**src/rtl/mem_port_arbiter.sv**
```systemverilog
// mem_port_arbiter: shares one data memory (single write port, single read
// port) between the core datapath and a host/debug loader. The core has
// priority, and a saturating wait counter guarantees that the host wins after
// MAX_WAIT consecutive lost cycles. The winning command is registered toward
// the memory, and read data returns to the winner two cycles after its grant.
module mem_port_arbiter #(
   parameter int AW       = 10,
   parameter int DW       = 16,
   parameter int MAX_WAIT = 4,
   parameter int CNT_W    = 3
) (
   input  logic          clk,
   input  logic          rst,

   input  logic          core_req,
   input  logic          core_we,
   input  logic [AW-1:0] core_addr,
   input  logic [DW-1:0] core_wdata,
   output logic          core_gnt,
   output logic          core_stall,
   output logic          core_rvalid,

   input  logic          host_req,
   input  logic          host_we,
   input  logic [AW-1:0] host_addr,
   input  logic [DW-1:0] host_wdata,
   output logic          host_gnt,
   output logic          host_rvalid,

   output logic [DW-1:0] rdata,

   output logic          mem_we,
   output logic [AW-1:0] mem_waddr,
   output logic [AW-1:0] mem_raddr,
   output logic [DW-1:0] mem_wdata,
   input  logic [DW-1:0] mem_rdata
);

   localparam logic [CNT_W-1:0] WAIT_LIMIT = CNT_W'(MAX_WAIT);
   localparam logic             OWNER_CORE = 1'b0;
   localparam logic             OWNER_HOST = 1'b1;

   // Host starvation counter.
   logic [CNT_W-1:0] host_wait;
   logic             host_urgent;

   // Winning request, selected combinationally.
   logic             any_gnt;
   logic             sel_we;
   logic [AW-1:0]    sel_addr;
   logic [DW-1:0]    sel_wdata;
   logic             sel_owner;

   // Command stage: registered command on the memory pins.
   logic [AW-1:0]    cmd_addr;
   logic             cmd_rd;
   logic             cmd_owner;

   // Response stage: read data on mem_rdata belongs to this owner.
   logic             rsp_valid;
   logic             rsp_owner;

   // Arbitration: a starved host overrides the core, otherwise the core wins.
   always_comb begin
      host_urgent = host_req && (host_wait == WAIT_LIMIT);
      core_gnt    = core_req && !host_urgent;
      host_gnt    = host_req && (host_urgent || !core_req);
      core_stall  = core_req && !core_gnt;
   end

   assign any_gnt = core_gnt || host_gnt;

   // Select the granted requester's command fields.
   // NOTE: every signal gets a default before the if, so no latch can be inferred.
   always_comb begin
      sel_we    = core_we;
      sel_addr  = core_addr;
      sel_wdata = core_wdata;
      sel_owner = OWNER_CORE;
      if (host_gnt) begin
         sel_we    = host_we;
         sel_addr  = host_addr;
         sel_wdata = host_wdata;
         sel_owner = OWNER_HOST;
      end
   end

   // Count consecutive cycles the host has waited; saturate at the limit.
   // NOTE: state registers use non-blocking assignments so that every flop samples pre-edge values.
   always_ff @(posedge clk) begin
      if (rst) begin
         host_wait <= '0;
      end else if (!host_req || host_gnt) begin
         host_wait <= '0;
      end else if (host_wait != WAIT_LIMIT) begin
         host_wait <= host_wait + 1'b1;
      end
   end

   // Capture the granted command. Address and data hold when idle.
   always_ff @(posedge clk) begin
      if (rst) begin
         mem_we    <= 1'b0;
         cmd_addr  <= '0;
         mem_wdata <= '0;
         cmd_rd    <= 1'b0;
         cmd_owner <= OWNER_CORE;
      end else begin
         mem_we <= any_gnt && sel_we;
         cmd_rd <= any_gnt && !sel_we;
         if (any_gnt) begin
            cmd_addr  <= sel_addr;
            mem_wdata <= sel_wdata;
            cmd_owner <= sel_owner;
         end
      end
   end

   assign mem_waddr = cmd_addr;
   assign mem_raddr = cmd_addr;

   // Track which owner gets mem_rdata in the cycle after a read command.
   always_ff @(posedge clk) begin
      if (rst) begin
         rsp_valid <= 1'b0;
         rsp_owner <= OWNER_CORE;
      end else begin
         rsp_valid <= cmd_rd;
         rsp_owner <= cmd_owner;
      end
   end

   assign core_rvalid = rsp_valid && (rsp_owner == OWNER_CORE);
   assign host_rvalid = rsp_valid && (rsp_owner == OWNER_HOST);
   assign rdata       = rsp_valid ? mem_rdata : '0;

endmodule

```
**config.mk**
```make
export PLATFORM = sky130hd
export DESIGN_NAME = mem_port_arbiter
export DESIGN_NICKNAME = d
export VERILOG_FILES = /design/src/rtl/mem_port_arbiter.sv
export SDC_FILE = /design/constraint.sdc
export NUM_CORES = 1
export LEC_CHECK = 0
export ABC_AREA = 1
export CORE_ASPECT_RATIO = 1.2
export CORE_UTILIZATION = 36
export DETAILED_ROUTE_END_ITERATION = 6
export PLACE_DENSITY = 0.87
export REMOVE_ABC_BUFFERS = 1
export SYNTH_ARGS = -nofsm -noshare
export SYNTH_HDL_FRONTEND = slang
export SYNTH_SLANG_ARGS = --single-unit
```
**constraint.sdc**
```tcl
create_clock -name clk -period 1.8 [get_ports clk]
set_input_delay 0.18 -clock clk [delete_from_list [all_inputs] [get_ports clk]]
set_output_delay 0.18 -clock clk [all_outputs]
set_load 0.005 [all_outputs]
```
# == Word level (Yosys, flattened, before mapping) ==
# Index checks and enable logic that the tools add are counted.
# totals
ff_bits,34
in_bits,74
output_inout_bits,58
word_cells,34
# classes
n_addsub,1
eq_ne,2
mux,5
n_bitwise,1
reduce_logical,17
# ops
operator,n
$mux W16,2
$mux W10,1
$logic_and A1 B1 Y1,8
$logic_not A1 Y1,5
$add A3 B1 Y3 const B,1
$eq A3 B3 Y1 const B,1
$logic_or A1 B1 Y1,3
$ne A3 B3 Y1 const B,1
$mux W1,2
$reduce_or A2 Y1,1
$not A1 Y1,1

# == Longest topological paths before layout ==
# Gate-level depths: netlist of run 1.
# depth
ltp_word,7
depth_mapped,9
mapped_depth_nobuf,8

# == Least setup slack after synthesis of run 1 ==
# Ideal clock, no wire load.
# synth_timing
kind,register to register
startpoint,register host_wait[0]
endpoint,"register cmd_addr[2], in the netlist mem_raddr[2]"
setup_ns,0.113
arrival_ns,1.220
required_ns,1.687
path_slack_ns,0.466
stages_incl_launch_ff,10
path_buffers,2
synth_period_minus_slack_ns,1.334
path_cell_list,dfxtp_1 -> inv_1 -> ha_1 -> nand2_1 -> a21oi_2 -> buf_4 -> buf_6 -> nand2_1 -> nand3_1 -> nand2_1
# synth_between
elab_chain_cells,5
word_cells_on_any_way,8
classes_between,eq/ne: 1; mux: 1; reduce/logical: 6
# synth_rtl
item,line_no,rtl
"start, declared",44,logic [CNT_W-1:0] host_wait;
"start signal, assigned",96,host_wait <= host_wait + 1'b1;
$eq A3 B3 Y1 (*),65,host_urgent = host_req && (host_wait == WAIT_LIMIT);
$logic_and A1 B1 Y1 (*),65,
$logic_or A1 B1 Y1 / $logic_not A1 Y1 (equally long branches),"67, 66",
"$logic_and A1 B1 Y1, on equally long branches","67, 66",
$mux W10 / $logic_or A1 B1 Y1 (equally long branches),"80, 71",
"end signal, assigned",112,cmd_addr <= sel_addr;
"end, declared",55,logic [AW-1:0] cmd_addr;
# Every way passes the cells marked *; elsewhere a longest branch is shown, timed or not.
# A chain may end at the register's enable or synchronous reset.

# == Worst setup path after layout of run 1 ==
# layout_timing
startpoint,register host_wait[1]
endpoint,output port core_stall
# layout_between
elab_chain_cells,6
# layout_rtl
item,line_no,rtl
$eq A3 B3 Y1,65,
$logic_and A1 B1 Y1,65,
$logic_not A1 Y1,66,core_gnt = core_req && !host_urgent;
$logic_and A1 B1 Y1,66,
$logic_not A1 Y1,68,core_stall = core_req && !core_gnt;
$logic_and A1 B1 Y1,68,
"end, declared",20,"output logic core_stall,"
# Every way passes these cells.

==> results of run 1 <==
layer usage:
layer / vias up / share of wire, % / wire length, microns
li1: 1134 / - / -
met1: 1017 / 39 / 2410
met2: 104 / 54 / 3340
met3: 4 / 6.3 / 387
met4: 0 / 0.52 / 32
met5: - / 0 / 0
sequential cells by signal, indices dropped and copies added (netlist names):
name,count
mem_wdata,16
rsp_owner,1
mem_we,1
rsp_valid,1
mem_raddr,10
cmd_owner,1
host_wait,3
cmd_rd,1
cells in the mapped netlist:
master	count	share of area, %
o211ai_1	1	0.39
buf_2	10	2.6
nand3_2	1	0.51
buf_1	1	0.19
dfxtp_1	34	35
inv_2	2	0.39
xor2_1	1	0.45
nand3_1	53	14
nor2_1	9	1.7
buf_4	11	4.2
inv_1	55	11
nand2_1	79	15
clkbuf_2	1	0.26
buf_6	1	0.58
nand3b_1	27	10
ha_1	2	1.3
a21oi_2	1	0.45
clkbuf_1	3	0.58
nor2_4	2	1.2
o21ai_0	2	0.51
cell families (layout without fill, tap and decap cells):
family          after synthesis  in the layout
fa+ha+maj                     2              2
flops                        34             34
simple gates                171            171
compound gates                4              4
buf+inv                      84            206
xor+xnor                      1              1
area by class of cell:
type	count	area [sq um]	area share, %
clock buffers	7	86.3	2.55
clock inverters	1	5.00	0.148
inverters	57	214	6.33
multi-input cells	178	926	27.4
flip-flops and latches	34	683	20.2
well taps	62	77.6	2.30
repair buffers	141	1390	41.1
power by group through the flow:
stage / combinational (mW) / sequential (mW) / clock (mW)
4_1_cts: 0.543 / 0.847 / 0.592
3_3_place_gp: 0.522 / 0.860 / 0
3_5_place_dp: 0.534 / 0.863 / 0
6_report: 0.540 / 0.848 / 0.581
2_1_floorplan: 0.141 / 0.870 / 0
5_1_grt: 0.587 / 0.854 / 0.628
stage by stage:
stage | setup TNS (ns) | setup WS, ns | util [%] | area, sq um
2_1_floorplan | 0 | 0.0991 | - | 1790
6_report | 0 | 0.0199 | 64.2 | 3380
3_5_place_dp | -1.17 | -0.0825 | 61.8 | 3250
4_1_cts | 0 | 0.00762 | 64.1 | 3370
3_3_place_gp | -0.377 | -0.0457 | 61.8 | 3250
5_1_grt | -0.0530 | -0.0530 | 64.2 | 3380
final timing paths:
kind / to / depth (start not counted)
worst max register to register: mem_wdata[14] / 8
worst max-delay path: core_stall / 5
worst min register to register: rsp_valid / 2
worst min-delay path: rsp_valid / 2
timing repair:
action | CTS | global route
setup endpoints to repair | 3 | 2
resized for setup | 11 | 2
pin swaps | 1 | 0
critical path: stages, from the launching register on:
cell	delay, ns
dfxtp_2	0.32
inv_1	0.11
ha_4	0.17
nand3_4	0.10
nor2_2	0.12
clkdlybuf4s50_1	0.51
==> results_dict.tcl, run 1 <==
set metrics [dict create \
    synth_compound_area_share_pct 1.35 \
    vias_per_cell 4.71 \
    p_clk_share_pct 29.5 \
    power_switching_share_pct 25.6 \
    maxSlewViolCount 0 \
    path_clk_slew_ns 0.07 \
    drc 0 \
    worstSkewPairLatency_ns 0.28 \
    seq_area_frac_synth_pct 34.9 \
    hp-class "flop to flop" \
    start_util_pct 37.1 \
    wl_per_cell_microns 12.9 \
    pwr-share-comb_pct 27.4 \
    numCtsBuffers 5 \
    skew_ns 0.00304 \
    dpl.hpwl_microns 4420 \
    crit_required_ns 1.62 \
    htree_levels 2 \
    grt_max_degree 29 \
    die-area_sq_um 5710 \
    io_pins 132 \
    cts_root_buffer "clkbuf_8" \
    fill_cells 451 \
    grt_antenna_before_repair 0 \
    io_buffers 131 \
    max_freq_mhz 562 \
    crit_path_end_kind "output pin" \
    ant_nets 0 \
    cts_tree "done" \
    placed_cells 472 \
    cp_max_fo 5 \
    synth-simple-area-share_pct 42.6 \
    drt_iter0_markers 152 \
    grt_use_met1_pct 23.5 \
    first_global_vias 2038 \
    drv_cap 0 \
    clockBufferDepth 2 \
    synth-seq-cells 34 \
    met3_usage_pct 4.61 \
    whs_ns 0.417 \
    grt.overflow.total 0 \
    finalSetupViolCount 0 \
    leakagePower_nw 1.63 \
    synth_adder_area_share_pct 1.28 \
    critPathLaunchType "flop" \
    grt_pass1_wl_microns 9470 \
    grt-busiest-layer "met2" \
    netlist_instances 296 \
    dr.pass1.iters 5 \
    synth_area_sq_um 1950 \
    fin_crit_sh_pct 98.9 \
    ir_drop_uv 501 \
    n_antenna_cell 0 \
    clock-sinks 34 \
    worstHoldStart "cmd_rd" \
    synth_xor_xnor_area_share_pct 0.449 \
    nets 493 \
    syn_to_final_growth_pct 73.4 \
    final_cells 480 \
    p_int_mw 1.47 \
    design.core.area_sq_um 5260 \
    worst_pin_slew_ns 0.633 \
    crit_type "flop to output pin" \
    grt_use_met2_pct 38.9 \
    status "finished clean" \
    rrSetupSlack_ns 0.20 \
    most-common-layout-cells "129 x clkdlybuf4s50_1, 77 x nand2_1, 53 x inv_1, 53 x nand3_1, 32 x dfxtp_1" \
    post_cts_buffers 0 \
    max-slew-margin-rel_pct 57.7 \
    die_w_microns 69.2 \
    hold_viol 0 \
    synth_top_family_by_area "simple AND/OR/NAND/NOR gates" \
    reg2reg_from "host_wait[1]" \
    synthMuxAreaShare_pct 0 \
    die_h_microns 82.6 \
    final_common_cell "clkdlybuf4s50_1" \
    cts_hold_buf 0 \
    period_needed_ns 1.78 \
    routed_wirelength_microns 6170 \
    yosys_warnings 0 \
    place_congestion 0.731 \
    ys_types 20 \
    num_vias 2259 \
    switchingPower_uw 503 \
    p_seq_share_pct 43.1 \
    grt_setup_unrepaired "yes" \
    cp.arrival_ns 1.60 \
    p_per_area_nw_per_um2 582 \
    grt_usage_pct 20.5 \
    layout-drive-gt1-share_pct 7.42 \
    power_mw 1.97 \
    syn_avg_cell_area_sq_um 6.59 \
    crit_start "host_wait[1]" \
    fp-row-count 29 \
]
No activity file was read; power rests on OpenSTA's default activity.
==> run 2, diff against run 1 <==
--- a/config.mk
+++ b/config.mk
@@ -7,6 +7,7 @@
 export LEC_CHECK = 0
 export ABC_AREA = 1
 export CORE_ASPECT_RATIO = 1.2
+export CORE_MARGIN = 2
 export CORE_UTILIZATION = 36
 export DETAILED_ROUTE_END_ITERATION = 6
 export PLACE_DENSITY = 0.87
==> run 2 against run 1 <==
  * Clock power fell by 10%
  * Worst setup slack improved by 0.14 ns
  * Critical path depth did not move
  * First-iteration DRC count fell by 45%
  * Via count fell by 0.66%
  * Design area fell by 1.2%
  * Sequential share of layout area rose by 0.17 points
  * Utilization fell by 0.76 points
  * Largest cell class unchanged
  * Largest power group unchanged
==> results_dict.tcl, run 2 (synthesis results as in run 1) <==
set metrics [dict create \
    cts_hold_buf 0 \
    io_buffers 131 \
    cp.arrival_ns 1.46 \
    hold_viol 0 \
    power_switching_share_pct 25.2 \
    whs_ns 0.411 \
    clockBufferDepth 2 \
    maxSlewViolCount 0 \
    place_congestion 0.780 \
    leakagePower_nw 1.62 \
    ir_drop_uv 356 \
    cts_tree "done" \
    placed_area_sq_um 3260 \
    finalSetupViolCount 0 \
    crit_type "flop to output pin" \
    cts_root_buffer "clkbuf_8" \
    clock-sinks 34 \
    finalInstanceArea_sq_um 3340 \
    p_int_mw 1.42 \
    drv_cap 0 \
    p_clk_share_pct 27.4 \
    largest-register "mem_wdata" \
    htree_levels 2 \
    grt_pass1_wl_microns 9850 \
    post_cts_buffers 0 \
    period_needed_ns 1.64 \
    syn_to_final_growth_pct 71.3 \
    grt_setup_unrepaired "no" \
    fp-row-count 29 \
    first_global_vias 2139 \
    max_freq_mhz 609 \
    design.core.area_sq_um 5260 \
    status "finished clean" \
    path_clk_slew_ns 0.06 \
    nets 495 \
    grt_use_met2_pct 38.0 \
    drc 0 \
    ant_nets 0 \
    grt_max_degree 29 \
    wl_per_cell_microns 12.8 \
    most-common-layout-cells "128 x clkdlybuf4s50_1, 79 x nand2_1, 55 x inv_1, 53 x nand3_1, 34 x dfxtp_1" \
    n_antenna_cell 0 \
    final_common_cell "clkdlybuf4s50_1" \
    crit_path_end_kind "output pin" \
    fin_crit_sh_pct 91.3 \
    grt_usage_pct 20.2 \
    max-slew-margin-rel_pct 67.0 \
    p_per_area_nw_per_um2 571 \
    routed_wirelength_microns 6140 \
    grt-busiest-layer "met2" \
    finalSetupTns_ns 0 \
    skew_ns 0.00199 \
    io_pins 132 \
    die_w_microns 71.2 \
    dp_slack_ns 0.129 \
    switchingPower_uw 480 \
    post_cts_resized 4 \
    timing.final.ws_setup_ns 0.157 \
    crit_required_ns 1.62 \
    numCtsBuffers 5 \
    dpl.hpwl_microns 4630 \
    pwr-share-comb_pct 28.2 \
    p_seq_share_pct 44.4 \
    hp-class "flop to flop" \
    cp_max_fo 4 \
    fill_cells 474 \
    grt_use_met1_pct 22.4 \
    layout-drive-gt1-share_pct 5.73 \
    grt_antenna_before_repair 0 \
    largest_reg_flops 16 \
    worstSkewPairLatency_ns 0.28 \
    die-area_sq_um 6020 \
    grt.overflow.total 0 \
    critPathLaunchType "flop" \
    drt_iter0_markers 83 \
    die_h_microns 84.6 \
    vias_per_cell 4.67 \
    num_vias 2244 \
    start_util_pct 37.1 \
    dr.pass1.iters 4 \
    met3_usage_pct 3.72 \
    worst_pin_slew_ns 0.494 \
]
-- run 2: final cells by class --
| class | instances | area (sq um) | share of cell area, % |
|---|---|---|---|
| repair buffers | 143 | 1400 | 41.9 |
| multi-input cells | 178 | 893 | 26.8 |
| flip-flops and latches | 34 | 681 | 20.4 |
| inverters | 57 | 214 | 6.41 |
| well taps | 62 | 77.6 | 2.32 |
| clock buffers | 7 | 76.3 | 2.29 |
-- run 2: power by group through the flow --
stage          clock network (mW)  logic [mW]  registers, mW
2_1_floorplan                   0       0.141          0.870
3_3_place_gp                    0       0.530          0.859
3_5_place_dp                    0       0.541          0.862
4_1_cts                     0.530       0.543          0.845
5_1_grt                     0.565       0.586          0.852
6_report                    0.522       0.538          0.845
-- run 2: critical path, stage by stage (launching register included) --
cell           delay, ns
dfxtp_1             0.32
inv_1               0.09
ha_2                0.20
nand2_1             0.13
a21oi_2             0.17
dlygate4sd2_1       0.28
-- run 2: worst paths after layout --
check / start / end / slack [ns] / cells past startpoint
worst max-delay path: host_wait[0] / host_gnt / 0.16 / 5
worst min register to register: cmd_rd / rsp_valid / 0.41 / 2
worst max register to register: host_wait[0] / mem_we / 0.23 / 8
worst min-delay path: cmd_rd / rsp_valid / 0.41 / 2
-- run 2: per-stage QoR --
stage               power [mW]  utilization, %  std cells
floorplan                 1.01               -        269
global placement          1.39            62.0        474
detailed placement        1.40            62.0        474
CTS                       1.92            63.5        481
global route              2.00            63.5        481
finish                    1.91            63.5        481
-- run 2: metal layers --
metal / vias to the layer above / wire, microns / part of all wire (%)
met1: 1023 / 2440 / 40
li1: 1137 / - / -
met5: - / 0 / 0
met2: 74 / 3280 / 54
met3: 10 / 311 / 5.1
met4: 0 / 100 / 1.6
